--- src/rtl/alushifter_seq.sv ---
// Command sequencer around a 4-bit combinational ALU/shifter. Shift ops repeat
// for cmd_cnt+1 passes, and results are chained through an accumulator.

module alushifter (
  input  logic [3:0] a,
  input  logic [3:0] b,
  input  logic [3:0] m,
  input  logic       cin,
  output logic [3:0] r,
  output logic       of
);
  logic [4:0] sum;

  always_comb begin
    sum = '0;
    r   = a;
    of  = 1'b0;
    case (m)
      4'h0: begin sum = {1'b0, a} + {1'b0, b} + {4'b0, cin}; r = sum[3:0]; of = sum[4]; end
      4'h1: begin sum = {1'b0, a} - {1'b0, b} - {4'b0, cin}; r = sum[3:0]; of = sum[4]; end
      4'h2: r = a & b;
      4'h3: r = a | b;
      4'h4: r = a ^ b;
      4'h5: r = a & ~b;
      4'h6: r = ~a;
      4'h7: r = b;
      // Shifts flag the bit that falls off the end; 4'hD flags a sign change
      4'h8: begin r = {a[2:0], 1'b0}; of = a[3]; end
      4'h9: begin r = {a[2:0], 1'b1}; of = a[3]; end
      4'hA: begin r = {1'b0, a[3:1]}; of = a[0]; end
      4'hB: begin r = {1'b1, a[3:1]}; of = a[0]; end
      4'hC: begin r = {a[3], a[3:1]}; of = a[0]; end
      4'hD: begin r = {a[2:0], 1'b0}; of = a[3] ^ a[2]; end
      4'hE: r = {a[2:0], a[3]};
      default: r = {a[0], a[3:1]};
    endcase
  end
endmodule

module alushifter_seq #(
  parameter int         CNT_W    = 2,
  parameter logic [3:0] ACC_INIT = 4'b0000
) (
  input  logic             clk,
  input  logic             rst_n,
  input  logic             cmd_valid,
  output logic             cmd_ready,
  input  logic [3:0]       cmd_op,
  input  logic [3:0]       cmd_a,
  input  logic [3:0]       cmd_b,
  input  logic             cmd_src,
  input  logic [CNT_W-1:0] cmd_cnt,
  output logic             res_valid,
  input  logic             res_ready,
  output logic [3:0]       res_data,
  output logic             res_of,
  output logic [3:0]       acc,
  output logic             busy
);
  typedef enum logic [1:0] {IDLE, EXEC, DONE} state_t;

  state_t           state, state_n;
  logic [3:0]       op_q, op_b, work_a;
  logic [CNT_W-1:0] passes_left;
  logic             of_acc;
  logic [3:0]       alu_r;
  logic             alu_of;

  alushifter u_alu (
    .a  (work_a),
    .b  (op_b),
    .m  (op_q),
    .cin(1'b0),
    .r  (alu_r),
    .of (alu_of)
  );

  assign cmd_ready = (state == IDLE);
  assign busy      = (state != IDLE);

  always_ff @(posedge clk or negedge rst_n) begin
    if (!rst_n) state <= IDLE;
    else        state <= state_n;
  end

  always_comb begin
    state_n = state;
    case (state)
      IDLE:    if (cmd_valid) state_n = EXEC;
      EXEC:    if (passes_left == '0) state_n = DONE;
      DONE:    if (res_valid && res_ready) state_n = IDLE;
      default: state_n = IDLE;
    endcase
  end

  // Working registers carry no reset: they are always reloaded on accept
  always_ff @(posedge clk) begin
    if (state == IDLE && cmd_valid) begin
      op_q        <= cmd_op;
      op_b        <= cmd_b;
      work_a      <= cmd_src ? acc : cmd_a;
      passes_left <= cmd_op[3] ? cmd_cnt : '0;
      of_acc      <= 1'b0;
    end else if (state == EXEC) begin
      work_a <= alu_r;
      of_acc <= of_acc | alu_of;
      if (passes_left != '0) passes_left <= passes_left - 1'b1;
    end
  end

  // The result is registered on the first DONE cycle, then held until taken
  always_ff @(posedge clk or negedge rst_n) begin
    if (!rst_n) begin
      res_valid <= 1'b0;
      res_data  <= 4'b0000;
      res_of    <= 1'b0;
      acc       <= ACC_INIT;
    end else if (state == DONE) begin
      if (!res_valid) begin
        res_valid <= 1'b1;
        res_data  <= work_a;
        res_of    <= of_acc;
      end else if (res_ready) begin
        res_valid <= 1'b0;
        acc       <= res_data;
      end
    end
  end
endmodule

--- config.mk ---
export PLATFORM = sky130hd
export DESIGN_NAME = alushifter_seq
export DESIGN_NICKNAME = d
export VERILOG_FILES = /design/src/rtl/alushifter_seq.sv
export SDC_FILE = /design/constraint.sdc
export NUM_CORES = 1
export LEC_CHECK = 0
export BUFFER_PORTS_ARGS = -buffer_cell sky130_fd_sc_hd__buf_2
export CORE_MARGIN = 8
export CORE_UTILIZATION = 51
export CTS_BUF_LIST = sky130_fd_sc_hd__clkbuf_2 sky130_fd_sc_hd__clkbuf_4 sky130_fd_sc_hd__clkbuf_8
export DETAILED_ROUTE_END_ITERATION = 8
export HOLD_SLACK_MARGIN = 0.08
export PLACE_DENSITY = 0.79
export SLEW_MARGIN = 20
export SYNTH_ARGS = -nofsm -noshare
export SYNTH_HDL_FRONTEND = slang
export SYNTH_HIERARCHICAL = 1
export SYNTH_SLANG_ARGS = --single-unit
--- constraint.sdc ---
create_clock -name clk -period 4.4 [get_ports clk]
set_clock_uncertainty 0.2 [all_clocks]
set_input_delay 0.88 -clock clk [delete_from_list [all_inputs] [get_ports clk]]
set_output_delay 0.88 -clock clk [all_outputs]
set_load 0.1 [all_outputs]
==> results.py <==
metrics = {
    "power_and_ir_drop": {
        "seq_power_share_pct": 31.3,
        "power_frac_clock_pct": 8.0,
        "power_switching_mw": 1.00,
        "intPower_uw": 792,
        "powerDensity_nw_per_um2": 794,
        "p_sw_share_pct": 55.9,
        "vdd_drop_max_uv": 650,
        "power_leakage_nw": 1.00,
        "combPwrFrac_pct": 60.7,
        "p_total_mw": 1.79,
    },
    "yosys": {
        "synth_seq_area_share_pct": 36.2,
        "ys.flop_type": "edfxtp_1",
        "ys_ff_latch": 27,
        "yosysUniqueCellTypes": 52,
        "async_reset_ff_share_pct": 44.4,
        "syn-instance-count": 216,
        "ys_warn_count": 6,
        "synth_edf_count": 14,
        "synth_area_um2": 2050,
        "syn_area_per_cell_um2": 9.48,
    },
    "route": {
        "drt_iter0_markers": 189,
        "viasPerCell": 5.74,
        "detail_route.wl_per_cell_um": 15.8,
        "antenna_left": 0,
        "routed_wl_mm": 4.58,
        "drcViolationCount": 0,
        "dr.pass1.iters": 5,
        "vias": 1665,
    },
    "job": {
        "cap_violations": 0,
    },
    "place": {
        "port_buffers": 30,
        "place_ws_ns": 1.48,
        "gp_congestion": 0.944,
        "place_area_um2": 2210,
        "dpl.hpwl_mm": 3.39,
    },
    "timing": {
        "fin_setup_tns_ns": 0,
        "period_needed_ns": 2.97,
        "rsz0062_at_grt": "false",
        "timing_hold_violations_final": 0,
        "fmax_mhz": 337,
        "slew_headroom_pct": 47.4,
        "fin_ws_ns": 1.43,
        "tightestPinTransition_ns": 0.788,
        "drv_slew": 0,
        "fin_crit_sh_pct": 67.5,
        "finalSetupViolCount": 0,
    },
    "final_layout": {
        "mostFrequentLayoutCell": "buf_2",
        "utilization_pct": 57.3,
        "diodes": 0,
        "fillers": 347,
        "drive_gt1_share_pct": 21.7,
        "layout.area.seq_um2": 741,
        "area_growth_pct": 10.5,
        "stdcell_area_um2": 2260,
        "final_cell_mix": "buf_2, a21oi_1, nor2_1, inv_1, nand2_1",
        "multi_input_area_um2": 1180,
        "fin_nets": 278,
    },
    "grt": {
        "grt_max_degree": 24,
        "grt_use_total_pct": 14.8,
        "overflow": 0,
        "antenna_found_initial": 0,
        "grt_pass1_wl_mm": 7.51,
        "grt_pass1_vias": 1579,
    },
    "clock_network": {
        "htreeDepth": 1,
        "postCtsSetupRepairBufs": 0,
        "postCtsHoldBufs": 0,
        "cts_resized": 0,
        "numCtsBuffers": 3,
        "cts.root.buffer_cell": "clkbuf_8",
        "clock_latency_ns": 0.27,
        "cts_tree": "yes",
        "cts_buffer_depth": 2,
        "clk_pin_slew_worst_paths_ns": 0.09,
        "clkSinkCount": 27,
    },
    "worst_setup_path": {
        "worstPathArrival_ns": 2.77,
        "worst_setup_path_end_kind": "flop",
        "cp_slowest_cell": "edfxtp_1",
        "cp_top_family": "adder cells",
        "critPathLaunchType": "flop",
        "worst-path-buf-inv": 0,
        "cp_max_fo": 9,
        "cp.required_ns": 4.20,
        "crit_chain": "fa_1, fa_1, xnor2_1, nor3_1, a211o_1, a211oi_1, a21oi_1, nor2_1, a21oi_1",
        "cp_slowest_stage_delay_ns": 0.56,
        "timing_worst_setup_path_type": "flop to flop",
    },
    "floorplanning": {
        "fp-row-count": 23,
        "dieArea_um2": 6300,
        "core_area_um2": 3940,
        "ios": 31,
        "initial_core_util_pct": 51.9,
        "die_w_um": 79.4,
        "die_y_um": 79.4,
    },
    "outcome": {
        "status": "finished clean",
    },
    "min_path": {
        "min_path_type": "input pin to async pin",
    },
}
==> power by group through the flow <==
stage	logic, mW	registers, mW	clock network (mW)
2_1_floorplan	0.631	0.801	0
4_1_cts	1.08	0.561	0.147
3_3_place_gp	1.06	0.561	0
6_report	1.09	0.561	0.144
5_1_grt	1.17	0.583	0.161
3_5_place_dp	1.08	0.565	0
==> layer usage <==
metal	GRT usage [%]	vias up	routed length (um)
met4	5.74	0	71
met2	23.7	56	2140
met5	0	-	0
met1	19.6	788	2130
li1	-	815	-
met3	1.92	6	239
==> sequential cells by signal, indices dropped and copies added (netlist names) <==
signal and count:
op_q 4, res_valid 1, passes_left 2, state 2, res_data 4, op_b 4
res_of 1, acc 4, of_acc 1, work_a 4
==> path summary, 6_finish.rpt <==
kind                       depth (start not counted)                start  slack (ns)                 endpoint
max                                                9  work_a[0]$_DFFE_PP_        1.43      work_a[2]$_DFFE_PP_
min                                                1                rst_n        0.27       acc[1]$_DFFE_PN0P_
max reg2reg                                        9  work_a[0]$_DFFE_PP_        1.43      work_a[2]$_DFFE_PP_
min reg2reg                                        1   res_of$_DFFE_PN0P_        0.32       res_of$_DFFE_PN0P_
max in group asynchronous                          1                rst_n        3.52  res_data[2]$_DFFE_PN0P_
min in group clk                                   1   res_of$_DFFE_PN0P_        0.32       res_of$_DFFE_PN0P_
==> worst register-to-register path: cells and delay by family (launching register included) <==
| kind | cells | cell delay (ns) |
|---|---|---|
| simple gates | 2 | 0.20 |
| xor+xnor | 1 | 0.17 |
| compound gates | 4 | 0.64 |
| flops | 1 | 0.56 |
| fa+ha+maj | 2 | 0.94 |
==> stage by stage <==
step                      cells  hold WS, ns
after detailed placement    286        0.301
after global routing        290        0.278
after CTS                   290        0.269
after floorplan             217        0.268
final                       290        0.267
after global placement      286        0.292
==> area by class of cell <==
class	count	area share, %
multi-input combinational	158	52.1
clock inverter	1	0.277
timing repair buffer	31	6.97
tap	50	2.77
sequential	27	32.8
inverter	20	3.32
clock buffer	3	1.83
==> synthesized netlist by cell type, drive strengths merged, types with 2 or more instances <==
library cell	instances	area share (%)
mux2i	4	2.0
edfxtp	14	21
a32oi	2	0.86
nor3	2	1.0
nand2b	6	1.8
o311ai	2	0.86
o21ai	12	2.9
nor2	17	3.1
dfrtp	12	15
nor3b	2	0.98
o211ai	3	1.1
nand3	7	2.3
xnor2	3	1.3
fa	4	3.9
a211oi	4	1.5
nand2	16	2.9
inv	20	3.7
a31oi	7	2.1
a21oi	19	4.6
buf	11	2.6
xor2	3	1.3
o21a	2	0.73
ha	14	8.6
nand4	2	0.61
mux2	9	5.7
==> cell families (layout without fill, tap and decap cells) <==
family | Yosys count | in the layout | synth area share, %
and+or+nand+nor | 60 | 60 | 16.4
AOI/OAI and AO/OA | 59 | 59 | 18.1
buffers and inverters | 32 | 55 | 6.48
DFF | 27 | 27 | 36.2
adders and majority gates | 18 | 18 | 12.5
muxes | 13 | 13 | 7.64
xor gates and xnor gates | 6 | 6 | 2.57
other | 1 | 2 | 0.183
No activity file was read; power rests on OpenSTA's default activity.
